File: config.mk
export PLATFORM = sky130hd
export DESIGN_NAME = id_stage_flat
export DESIGN_NICKNAME = d
export VERILOG_FILES = /design/src/rtl/id_stage_pkg.sv /design/src/rtl/id_stage_if.sv /design/src/rtl/id_imm_gen.sv /design/src/rtl/id_stage.sv /design/src/flat_wrapper.sv
export SDC_FILE = /design/constraint.sdc
export NUM_CORES = 1
export LEC_CHECK = 0
export ABC_AREA = 1
export CORE_ASPECT_RATIO = 1.75
export CORE_MARGIN = 2
export CORE_UTILIZATION = 47
export CTS_BUF_LIST = sky130_fd_sc_hd__clkbuf_4
export DETAILED_ROUTE_END_ITERATION = 6
export PLACE_DENSITY = 0.8
export SETUP_SLACK_MARGIN = 0.02
export SLEW_MARGIN = 20
export SYNTH_ARGS = -nofsm -noshare
export SYNTH_HDL_FRONTEND = slang
export SYNTH_HIERARCHICAL = 1
export SYNTH_SLANG_ARGS = --single-unit
File: constraint.sdc
create_clock -name clk -period 2.2 [get_ports clk]
set_input_delay 0.33 -clock clk [delete_from_list [all_inputs] [get_ports clk]]
set_output_delay 0.33 -clock clk [all_outputs]
set_load 0.005 [all_outputs]
File: src/rtl/id_stage_pkg.sv
// Shared decode constants for the RV32/RV64 integer decode stage: opcodes, funct fields,
// immediate formats and operand-select encodings.
package id_stage_pkg;

  localparam logic [6:0] OPC_LOAD   = 7'b0000011;
  localparam logic [6:0] OPC_OP_IMM = 7'b0010011;
  localparam logic [6:0] OPC_AUIPC  = 7'b0010111;
  localparam logic [6:0] OPC_STORE  = 7'b0100011;
  localparam logic [6:0] OPC_OP     = 7'b0110011;
  localparam logic [6:0] OPC_LUI    = 7'b0110111;
  localparam logic [6:0] OPC_BRANCH = 7'b1100011;
  localparam logic [6:0] OPC_JALR   = 7'b1100111;
  localparam logic [6:0] OPC_JAL    = 7'b1101111;

  localparam logic [2:0] F3_ADD_SUB = 3'b000;
  localparam logic [2:0] F3_SLL     = 3'b001;
  localparam logic [2:0] F3_SRL_SRA = 3'b101;

  localparam logic [2:0] F3_B = 3'b000;
  localparam logic [2:0] F3_H = 3'b001;
  localparam logic [2:0] F3_W = 3'b010;
  localparam logic [2:0] F3_D = 3'b011;
  localparam logic [2:0] F3_BU = 3'b100;
  localparam logic [2:0] F3_HU = 3'b101;
  localparam logic [2:0] F3_WU = 3'b110;

  localparam logic [2:0] F3_BR_RSV0 = 3'b010;
  localparam logic [2:0] F3_BR_RSV1 = 3'b011;
  localparam logic [2:0] F3_JALR    = 3'b000;

  localparam logic [6:0] F7_BASE = 7'h00;
  localparam logic [6:0] F7_ALT  = 7'h20;

  typedef enum logic [2:0] {IMM_R, IMM_I, IMM_S, IMM_B, IMM_U, IMM_J} imm_fmt_e;
  typedef enum logic [1:0] {OP1_RS1, OP1_PC, OP1_ZERO} op1_sel_e;
  typedef enum logic {OP2_RS2, OP2_IMM} op2_sel_e;

endpackage

File: src/rtl/id_stage_if.sv
// Handshake bundles on either side of the decode stage: fetch -> ID and ID -> EX.
interface id_fetch_if #(parameter int XLEN = 32);
  logic            in_valid;
  logic            in_ready;
  logic [31:0]     inst_i;
  logic [XLEN-1:0] inst_addr_i;

  modport master (output in_valid, inst_i, inst_addr_i, input in_ready);
  modport slave  (input in_valid, inst_i, inst_addr_i, output in_ready);
endinterface

interface id_ex_if #(parameter int XLEN = 32);
  logic            out_valid;
  logic            out_ready;
  logic [XLEN-1:0] op1_o;
  logic [XLEN-1:0] op2_o;
  logic [XLEN-1:0] imm_o;
  logic [31:0]     inst_o;
  logic [XLEN-1:0] inst_addr_o;
  logic [4:0]      rd_addr_o;
  logic            reg_wen_o;
  logic            illegal_o;

  modport master (output out_valid, op1_o, op2_o, imm_o, inst_o, inst_addr_o, rd_addr_o,
                  reg_wen_o, illegal_o, input out_ready);
  modport slave  (input out_valid, op1_o, op2_o, imm_o, inst_o, inst_addr_o, rd_addr_o,
                  reg_wen_o, illegal_o, output out_ready);
endinterface

File: src/rtl/id_imm_gen.sv
// Combinational immediate extraction; builds the 32-bit form and sign-extends to XLEN.
module id_imm_gen
  import id_stage_pkg::*;
#(
  parameter int XLEN = 32
) (
  input  logic [31:7]     inst,
  input  imm_fmt_e        fmt,
  output logic [XLEN-1:0] imm
);

  logic [31:0] imm32;

  always_comb begin
    imm32 = '0;
    case (fmt)
      IMM_I:   imm32 = {{20{inst[31]}}, inst[31:20]};
      IMM_S:   imm32 = {{20{inst[31]}}, inst[31:25], inst[11:7]};
      IMM_B:   imm32 = {{19{inst[31]}}, inst[31], inst[7], inst[30:25], inst[11:8], 1'b0};
      IMM_U:   imm32 = {inst[31:12], 12'b0};
      IMM_J:   imm32 = {{11{inst[31]}}, inst[31], inst[19:12], inst[20], inst[30:21], 1'b0};
      default: imm32 = '0;
    endcase
  end

  assign imm = XLEN'($signed(imm32));

endmodule

File: src/rtl/id_stage.sv
// Decode stage: classifies the fetched instruction, selects operands, detects load-use
// hazards and holds the result in a single valid/ready output register.
module id_stage
  import id_stage_pkg::*;
#(
  parameter int XLEN = 32,
  parameter int RV_E = 0
) (
  input  logic            clk,
  input  logic            rst,
  id_fetch_if.slave       fetch,
  id_ex_if.master         ex,
  output logic [4:0]      rs1_addr_o,
  output logic [4:0]      rs2_addr_o,
  input  logic [XLEN-1:0] rs1_data_i,
  input  logic [XLEN-1:0] rs2_data_i,
  input  logic            flush_i,
  input  logic            ex_load_valid_i,
  input  logic [4:0]      ex_load_rd_i
);

  localparam bit IS_RV64 = (XLEN == 64);
  localparam bit IS_RV_E = (RV_E != 0);

  logic [6:0] opcode, funct7;
  logic [2:0] funct3;
  logic [4:0] rs1_f, rs2_f, rd_f;
  logic       uses_rs1, uses_rs2, writes_rd, fn_legal, illegal, stall, in_ready, xfer;
  imm_fmt_e   fmt;
  op1_sel_e   op1_sel;
  op2_sel_e   op2_sel;
  logic [XLEN-1:0] imm_raw, op1_dec, op2_dec, imm_dec;

  logic            out_valid_q, out_valid_d, reg_wen_q, reg_wen_d, illegal_q, illegal_d;
  logic [31:0]     inst_q, inst_d;
  logic [4:0]      rd_q, rd_d;
  logic [XLEN-1:0] addr_q, addr_d, op1_q, op1_d, op2_q, op2_d, imm_q, imm_d;

  assign opcode = fetch.inst_i[6:0];
  assign funct3 = fetch.inst_i[14:12];
  assign funct7 = fetch.inst_i[31:25];
  assign rs1_f  = fetch.inst_i[19:15];
  assign rs2_f  = fetch.inst_i[24:20];
  assign rd_f   = fetch.inst_i[11:7];

  always_comb begin
    uses_rs1  = 1'b0;
    uses_rs2  = 1'b0;
    writes_rd = 1'b0;
    fn_legal  = 1'b0;
    fmt       = IMM_R;
    op1_sel   = OP1_RS1;
    op2_sel   = OP2_IMM;
    case (opcode)
      OPC_OP_IMM: begin
        uses_rs1 = 1'b1; writes_rd = 1'b1; fmt = IMM_I;
        // shamt is 6 bits on RV64, so funct7[0] belongs to it there
        case (funct3)
          F3_SLL:     fn_legal = (funct7[6:1] == 6'b000000) && (IS_RV64 || !funct7[0]);
          F3_SRL_SRA: fn_legal = (funct7[6:1] == 6'b000000 || funct7[6:1] == 6'b010000) &&
                                 (IS_RV64 || !funct7[0]);
          default:    fn_legal = 1'b1;
        endcase
      end
      OPC_OP: begin
        uses_rs1 = 1'b1; uses_rs2 = 1'b1; writes_rd = 1'b1; op2_sel = OP2_RS2;
        fn_legal = (funct7 == F7_BASE) ||
                   (funct7 == F7_ALT && (funct3 == F3_ADD_SUB || funct3 == F3_SRL_SRA));
      end
      OPC_BRANCH: begin
        uses_rs1 = 1'b1; uses_rs2 = 1'b1; fmt = IMM_B; op2_sel = OP2_RS2;
        fn_legal = (funct3 != F3_BR_RSV0) && (funct3 != F3_BR_RSV1);
      end
      OPC_LOAD: begin
        uses_rs1 = 1'b1; writes_rd = 1'b1; fmt = IMM_I;
        fn_legal = (funct3 == F3_B) || (funct3 == F3_H) || (funct3 == F3_W) ||
                   (funct3 == F3_BU) || (funct3 == F3_HU) ||
                   (IS_RV64 && (funct3 == F3_D || funct3 == F3_WU));
      end
      OPC_STORE: begin
        uses_rs1 = 1'b1; uses_rs2 = 1'b1; fmt = IMM_S; op2_sel = OP2_RS2;
        fn_legal = (funct3 == F3_B) || (funct3 == F3_H) || (funct3 == F3_W) ||
                   (IS_RV64 && funct3 == F3_D);
      end
      OPC_JAL:   begin writes_rd = 1'b1; fmt = IMM_J; op1_sel = OP1_PC;   fn_legal = 1'b1; end
      OPC_JALR:  begin
        uses_rs1 = 1'b1; writes_rd = 1'b1; fmt = IMM_I; fn_legal = (funct3 == F3_JALR);
      end
      OPC_LUI:   begin writes_rd = 1'b1; fmt = IMM_U; op1_sel = OP1_ZERO; fn_legal = 1'b1; end
      OPC_AUIPC: begin writes_rd = 1'b1; fmt = IMM_U; op1_sel = OP1_PC;   fn_legal = 1'b1; end
      default:   fn_legal = 1'b0;
    endcase
  end

  id_imm_gen #(.XLEN(XLEN)) u_imm_gen (
    .inst (fetch.inst_i[31:7]),
    .fmt  (fmt),
    .imm  (imm_raw)
  );

  always_comb begin
    illegal = !fn_legal ||
              (IS_RV_E && ((uses_rs1 && rs1_f[4]) || (uses_rs2 && rs2_f[4]) ||
                           (writes_rd && rd_f[4])));
    rs1_addr_o = uses_rs1 ? rs1_f : 5'd0;
    rs2_addr_o = uses_rs2 ? rs2_f : 5'd0;
    stall = fetch.in_valid && ex_load_valid_i && (ex_load_rd_i != 5'd0) &&
            ((uses_rs1 && rs1_f == ex_load_rd_i) || (uses_rs2 && rs2_f == ex_load_rd_i));
    case (op1_sel)
      OP1_RS1: op1_dec = rs1_data_i;
      OP1_PC:  op1_dec = fetch.inst_addr_i;
      default: op1_dec = '0;
    endcase
    op2_dec = (op2_sel == OP2_RS2) ? rs2_data_i : imm_raw;
    imm_dec = imm_raw;
    if (illegal) begin
      op1_dec = '0;
      op2_dec = '0;
      imm_dec = '0;
    end
  end

  assign in_ready       = !rst && (!out_valid_q || ex.out_ready) && !stall && !flush_i;
  assign xfer           = fetch.in_valid && in_ready;
  assign fetch.in_ready = in_ready;

  always_comb begin
    out_valid_d = out_valid_q;
    inst_d      = inst_q;
    addr_d      = addr_q;
    op1_d       = op1_q;
    op2_d       = op2_q;
    imm_d       = imm_q;
    rd_d        = rd_q;
    reg_wen_d   = reg_wen_q;
    illegal_d   = illegal_q;
    if (flush_i) begin
      out_valid_d = 1'b0;
    end else if (xfer) begin
      out_valid_d = 1'b1;
      inst_d      = fetch.inst_i;
      addr_d      = fetch.inst_addr_i;
      op1_d       = op1_dec;
      op2_d       = op2_dec;
      imm_d       = imm_dec;
      rd_d        = rd_f;
      reg_wen_d   = writes_rd && (rd_f != 5'd0) && !illegal;
      illegal_d   = illegal;
    end else if (ex.out_ready) begin
      out_valid_d = 1'b0;
    end
  end

  always_ff @(posedge clk) begin
    if (rst) begin
      out_valid_q <= 1'b0;
      inst_q      <= '0;
      addr_q      <= '0;
      op1_q       <= '0;
      op2_q       <= '0;
      imm_q       <= '0;
      rd_q        <= '0;
      reg_wen_q   <= 1'b0;
      illegal_q   <= 1'b0;
    end else begin
      out_valid_q <= out_valid_d;
      inst_q      <= inst_d;
      addr_q      <= addr_d;
      op1_q       <= op1_d;
      op2_q       <= op2_d;
      imm_q       <= imm_d;
      rd_q        <= rd_d;
      reg_wen_q   <= reg_wen_d;
      illegal_q   <= illegal_d;
    end
  end

  assign ex.out_valid   = out_valid_q;
  assign ex.inst_o      = inst_q;
  assign ex.inst_addr_o = addr_q;
  assign ex.op1_o       = op1_q;
  assign ex.op2_o       = op2_q;
  assign ex.imm_o       = imm_q;
  assign ex.rd_addr_o   = rd_q;
  assign ex.reg_wen_o   = reg_wen_q;
  assign ex.illegal_o   = illegal_q;

endmodule

File: src/flat_wrapper.sv
// flat-port wrapper written by rule: the top's interface ports become plain ports
module id_stage_flat import id_stage_pkg::*;
#(
  parameter int XLEN = 32,
  parameter int RV_E = 0
)
  (clk, rst, rs1_addr_o, rs2_addr_o, rs1_data_i, rs2_data_i, flush_i, ex_load_valid_i, ex_load_rd_i, fetch_in_valid, fetch_inst_i, fetch_inst_addr_i, fetch_in_ready, ex_out_valid, ex_op1_o, ex_op2_o, ex_imm_o, ex_inst_o, ex_inst_addr_o, ex_rd_addr_o, ex_reg_wen_o, ex_illegal_o, ex_out_ready);
  id_fetch_if #(.XLEN(XLEN)) fetch_i ();
  id_ex_if #(.XLEN(XLEN)) ex_i ();
  input  logic clk;
  input  logic rst;
  output logic [4:0] rs1_addr_o;
  output logic [4:0] rs2_addr_o;
  input  logic [XLEN-1:0] rs1_data_i;
  input  logic [XLEN-1:0] rs2_data_i;
  input  logic flush_i;
  input  logic ex_load_valid_i;
  input  logic [4:0] ex_load_rd_i;
  input wire logic [$bits(fetch_i.in_valid)-1:0] fetch_in_valid;
  input wire logic [$bits(fetch_i.inst_i)-1:0] fetch_inst_i;
  input wire logic [$bits(fetch_i.inst_addr_i)-1:0] fetch_inst_addr_i;
  output wire logic [$bits(fetch_i.in_ready)-1:0] fetch_in_ready;
  output wire logic [$bits(ex_i.out_valid)-1:0] ex_out_valid;
  output wire logic [$bits(ex_i.op1_o)-1:0] ex_op1_o;
  output wire logic [$bits(ex_i.op2_o)-1:0] ex_op2_o;
  output wire logic [$bits(ex_i.imm_o)-1:0] ex_imm_o;
  output wire logic [$bits(ex_i.inst_o)-1:0] ex_inst_o;
  output wire logic [$bits(ex_i.inst_addr_o)-1:0] ex_inst_addr_o;
  output wire logic [$bits(ex_i.rd_addr_o)-1:0] ex_rd_addr_o;
  output wire logic [$bits(ex_i.reg_wen_o)-1:0] ex_reg_wen_o;
  output wire logic [$bits(ex_i.illegal_o)-1:0] ex_illegal_o;
  input wire logic [$bits(ex_i.out_ready)-1:0] ex_out_ready;
  assign fetch_i.in_valid = fetch_in_valid;
  assign fetch_i.inst_i = fetch_inst_i;
  assign fetch_i.inst_addr_i = fetch_inst_addr_i;
  assign fetch_in_ready = fetch_i.in_ready;
  assign ex_out_valid = ex_i.out_valid;
  assign ex_op1_o = ex_i.op1_o;
  assign ex_op2_o = ex_i.op2_o;
  assign ex_imm_o = ex_i.imm_o;
  assign ex_inst_o = ex_i.inst_o;
  assign ex_inst_addr_o = ex_i.inst_addr_o;
  assign ex_rd_addr_o = ex_i.rd_addr_o;
  assign ex_reg_wen_o = ex_i.reg_wen_o;
  assign ex_illegal_o = ex_i.illegal_o;
  assign ex_i.out_ready = ex_out_ready;
  id_stage #(.XLEN(XLEN), .RV_E(RV_E)) u_core (.clk(clk), .rst(rst), .fetch(fetch_i), .ex(ex_i), .rs1_addr_o(rs1_addr_o), .rs2_addr_o(rs2_addr_o), .rs1_data_i(rs1_data_i), .rs2_data_i(rs2_data_i), .flush_i(flush_i), .ex_load_valid_i(ex_load_valid_i), .ex_load_rd_i(ex_load_rd_i));
endmodule
After elaboration in Yosys (flattened, before gate mapping)
Cells that the tools add are included.
- register bits: 168
- input bits: 139
- output and inout port bits: 179
- word-level logic and storage cells: 98
- equality and inequality tests: 25
- multiplexer cells: 17
- bitwise operators: 1
- reduce and logical (&&, ||, !) cells: 46
- operator list (kind ; count):
    $pmux W32 S5 ; 1
    $mux W32 ; 4
    $pmux W32 S2 ; 1
    $eq A7 B6 Y1 const B ; 4
    $eq A7 B7 Y1 const B ; 3
    $logic_and A1 B1 Y1 ; 15
    $pmux W3 S5 ; 1
    $eq A7 B5 Y1 const B ; 2
    $eq A3 B3 Y1 const B ; 4
    $eq A5 B5 Y1 ; 2
    $mux W5 ; 2
    $reduce_bool A5 Y1 ; 2
    $eq A3 B2 Y1 const B ; 3
    $logic_or A1 B1 Y1 ; 9
    $reduce_or A3 Y1 ; 3
    $eq A7 B2 Y1 const B ; 1
    $logic_not A7 Y1 ; 1
    $pmux W1 S7 ; 1
    $reduce_or A7 Y1 ; 1
    $eq A3 B1 Y1 const B ; 2
    $eq A6 B5 Y1 const B ; 1
    $logic_not A1 Y1 ; 6
    $logic_not A6 Y1 ; 1
    $ne A3 B2 Y1 const B ; 2
    other kinds (11) ; 17

Longest topological paths before layout
- depth after elaboration: 11
- gate-level depth with buffers: 18
- mapped depth without buffers: 17

By module
Netlist, hierarchy kept.
- by module, submodules not included (module ; instances ; cells each ; area each (sq um) ; seq. area each (sq um)):
    id_stage ; 1 ; 1414 ; 8339.2 ; 3263.1
    id_imm_gen ; 1 ; 92 ; 455.4 ; 0.0

Worst setup path after synthesis
No wires, ideal clock.
- path type: input to register
- from: input port fetch_inst_i[1]
- to: register u_core.op2_q[6] (netlist: u_core/ex.op2_o[6])
- setup time: 110 ps
- arrival time: 1893 ps
- data required time: 2090 ps
- slack: 197 ps
- stages on the path: 18
- buffers on the path: 1
- path through: nand2_1 > inv_2 > nand2_2 > inv_1 > nand2_1 > nand3_1 > or3_1 > buf_4 > nand2_1 > o21ai_1 > inv_1 > nor2_1 > nand2_1 > nand2_1 > nand2_1 > nand2_1 > nand2_1 > nor2_1
- elaborated cells on any way between the ends: 35
- classes of those cells: eq/ne: 14; mux: 7; reduce/logical: 14
- RTL lines (what ; RTL line ; text):
    start: declaration ; flat_wrapper.sv:20 ; input wire logic [$bits(fetch_i.inst_i)-1:0] fetch_inst_i;
    $eq A7 B5 Y1, or another cell as far along ; id_stage.sv:54 ; case (opcode)
    $reduce_or A3 Y1 (no source line) / $reduce_or A2 Y1 (equally long branches) ; -- ;
    $pmux W3 S5 * ; id_stage.sv:54 ;
    net u_core.fmt[0] ; id_stage.sv:29 ; imm_fmt_e fmt;
    $eq A3 B3 Y1, or another cell as far along ; id_imm_gen.sv:16 ; case (fmt)
    $pmux W32 S5 * ; id_imm_gen.sv:16 ;
    net u_core.imm_raw[6] ; id_stage.sv:32 ; logic [XLEN-1:0] imm_raw, op1_dec, op2_dec, imm_dec;
    $mux W32 * ; id_stage.sv:114 ; op2_dec = (op2_sel == OP2_RS2) ? rs2_data_i : imm_raw;
    $mux W32 * ; id_stage.sv:116 ; if (illegal) begin
    end signal: assignment ; id_stage.sv:170 ; op2_q <= op2_d;
    end: declaration ; id_stage.sv:37 ; logic [XLEN-1:0] addr_q, addr_d, op1_q, op1_d, op2_q, op2_d, imm_q, imm_d;
The timed path passes the listed nets; every way through them passes the cells marked *.
A chain may end at the register's enable or synchronous reset.

Worst setup path after layout
- from: input port fetch_inst_i[3]
- to: output port rs2_addr_o[4]
- word-level cells in the longest chain between the ends: 4
- elaborated cells on any way between the ends: 6
- classes of those cells: eq/ne: 3; mux: 2; reduce/logical: 1
- ends and longest elaborated chain (what ; RTL line ; text):
    $eq A7 B6 Y1 / $eq A7 B7 Y1 (equally long branches) ; id_stage.sv:54 ;
    $reduce_or A3 Y1 (no source line) * ; -- ;
    $mux W1 * ; id_stage.sv:54 ;
    $mux W5 * ; id_stage.sv:106 ; rs2_addr_o = uses_rs2 ? rs2_f : 5'd0;
    end: declaration ; flat_wrapper.sv:13 ; output logic [4:0] rs2_addr_o;
Mark *: on every way between the ends. The rest lies on a longest branch, timed or not.

==> qor.yml <==
worst_setup_path:
  timing.critical_path.from_type: "primary input"
  crit_type: "in -> out"
  cp-end-kind: "output port"
  crit_arrival_ns: 1.72
  cp_max_fo: 4
  cp.required_ns: 1.87
  rrSetupSlack_ns: 0.43
cts:
  cts_buffers: 17
  cts_buffer_depth: 2
  clkLatencyLatePin_ns: 0.57
  cts.sinks: 163
  cts_tree: "done"
  clk_pin_slew_ns: 0.13
  root_buffer: "clkbuf_4"
  htreeDepth: 4
sta:
  clock.fmax_mhz: 488
  period_needed_ns: 2.05
  finalHoldViolations: 0
  layout_setup_ws_ns: 0.150
  drv_slew: 0
  fin_setup_tns_ns: 0
  period_share_pct: 93.2
  worst_pin_slew_ns: 0.397
  setup_viol: 0
  rsz0062_at_grt: "false"
  fin_skew_ns: 0.0141
  maxSlewHeadroom_pct: 73.6
route:
  ant_nets: 0
  highest_layer: "met4"
  wl_met3_microns: 1960
  wire_per_inst_microns: 14.3
  drc: 0
  via_per_inst: 4.70
  wl_microns: 30300
  met1_length_microns: 11500
  routed-via-count: 9936
  drt_first_pass_iters: 7
  drt_iter0_markers: 574
  wl_met2_microns: 15500
synth:
  synth_cell_types: 26
  yosysWarnings: 6
  synth_nets: 1645
  seq_area_frac_synth_pct: 37.1
  syn_avg_cell_area_sq_um: 5.84
  synth_seq_cells: 163
  netlist_instances: 1506
  syn_area_sq_um: 8790
final_layout:
  final_common_cell: "nand2_1"
  fillCellCount: 1570
  fin_nets: 1999
  area_delta_synth_final_pct: 50.5
  drive_gt1_share_pct: 8.81
  multi_input_area_sq_um: 4210
  layout_common_cells: "nand2_1 (593), clkdlybuf4s50_1 (299), nor2_1 (266), inv_1 (211), dfxtp_1 (163)"
  seq_area_sq_um: 3260
placement:
  port_buffers: 317
  gp_congestion: 0.942
  dp_hpwl_microns: 22900
  preCtsSetupSlack_ns: -0.541
power:
  ir_drop_uv: 470
  p_leak_nw: 6.85
  power_density_nw_per_um2: 513
  power_mw: 6.79
floorplanning:
  fp.dieW_microns: 107
  rows: 66
  core_area_sq_um: 18500
  dieArea_sq_um: 19900
  start_util_pct: 47.5
  io_pins: 318
  dieHeight_microns: 185
global_routing:
  first_global_vias: 9176
  antenna_found_initial: 2
  grtUsageTotal_pct: 29.8
  grt_max_degree: 66
  grt_overflow: 0
  grt_pass1_wl_microns: 46400
min_path:
  hp-class: "in -> reg"
run_status:
  status: "finished clean"
job:
  drv_cap: 0
## cell usage after synthesis
master | instances | share of area (%)
inv_1 | 213 | 9.1
nand2_1 | 597 | 25
xnor2_1 | 2 | 0.20
nor3_1 | 5 | 0.28
buf_2 | 13 | 0.74
nand3_4 | 1 | 0.20
buf_6 | 3 | 0.38
a21oi_4 | 1 | 0.18
or2_2 | 3 | 0.21
buf_1 | 14 | 0.60
xor2_1 | 3 | 0.30
nor2_1 | 269 | 11
nand3_1 | 54 | 3.1
nand4_1 | 7 | 0.50
dfxtp_1 | 163 | 37
o211ai_1 | 1 | 0.085
clkbuf_1 | 15 | 0.64
buf_4 | 44 | 3.8
o21ai_0 | 3 | 0.17
nand3_2 | 1 | 0.11
or3_1 | 1 | 0.071
o21ai_1 | 1 | 0.057
nand2_2 | 2 | 0.14
o211ai_2 | 1 | 0.14
inv_2 | 5 | 0.21
a21oi_1 | 84 | 4.8
## power breakdown
group,switching [mW],internal (mW)
Clock,1.11,1.04
Sequential,0.0792,3.10
Combinational,0.668,0.791
## final timing paths
| check | start | end | cells past startpoint |
|---|---|---|---|
| worst min-delay path | fetch_inst_i[2] | u_core/ex.inst_o[2] | 3 |
| worst max-delay path | fetch_inst_i[3] | rs2_addr_o[4] | 10 |
| worst min register to register | u_core/ex.imm_o[7] | u_core/ex.imm_o[7] | 4 |
| worst max register to register | u_core/ex.out_valid | u_core/ex.imm_o[10] | 9 |
## worst max-delay path, stage by stage
cell	delay, ns
dlygate4sd2_1	0.27
nor2_2	0.13
nand2_2	0.09
buf_4	0.15
a21oi_4	0.14
buf_4	0.14
inv_4	0.05
buf_6	0.12
nor2_2	0.09
clkdlybuf4s15_2	0.21
## logic make-up (layout without fill, tap and decap cells)
family | Yosys count | count (layout) | share of synthesized area (%)
buffers and inverters | 307 | 674 | 15.4
other | 0 | 2 | 0
DFF | 163 | 163 | 37.1
and+or+nand+nor | 940 | 940 | 41.6
xor gates and xnor gates | 5 | 5 | 0.498
AOI/OAI and AO/OA | 91 | 91 | 5.42
## through the flow
step,hold slack (ns),utilization (%),cell area [sq um],instances
4_1_cts,0.123,71.4,13200,2108
5_1_grt,0.0413,71.5,13200,2113
6_report,0.0561,71.5,13200,2113
3_5_place_dp,0.496,69.2,12800,2070
3_3_place_gp,0.494,69.2,12800,2070
2_1_floorplan,0.465,-,8790,1506
## cell type report
type,instances,area share [%]
sequential,163,24.7
tap,238,2.25
multi-input combinational,1036,31.8
clock inverter,13,1.57
inverter,218,6.22
antenna,2,0.0378
clock buffer,19,1.08
timing repair buffer,424,32.4
## layer usage
layer | GRT usage (%) | vias to the layer above
met2 | 52.8 | 378
met4 | 14.1 | 0
met1 | 33.5 | 4345
met3 | 6.33 | 73
li1 | - | 5140
met5 | 0 | -
## state kept, by name, summed over array words and instances, names as in the netlist
name,cells
u_core/ex.inst_addr_o,32
u_core/ex.reg_wen_o,1
u_core/ex.out_valid,1
u_core/ex.imm_o,32
u_core/ex.op2_o,32
u_core/ex.illegal_o,1
u_core/ex.inst_o,32
u_core/ex.op1_o,32
## what timing repair did
action | 4_1_cts | 5_1_grt
hold buffers | 0 | 0
pin swaps | 4 | 6
setup buffers | 6 | 3
gates resized for setup | 35 | 9
endpoints found under the setup margin | 11 | 29
Note: power is estimated with default switching activity, not from simulation.
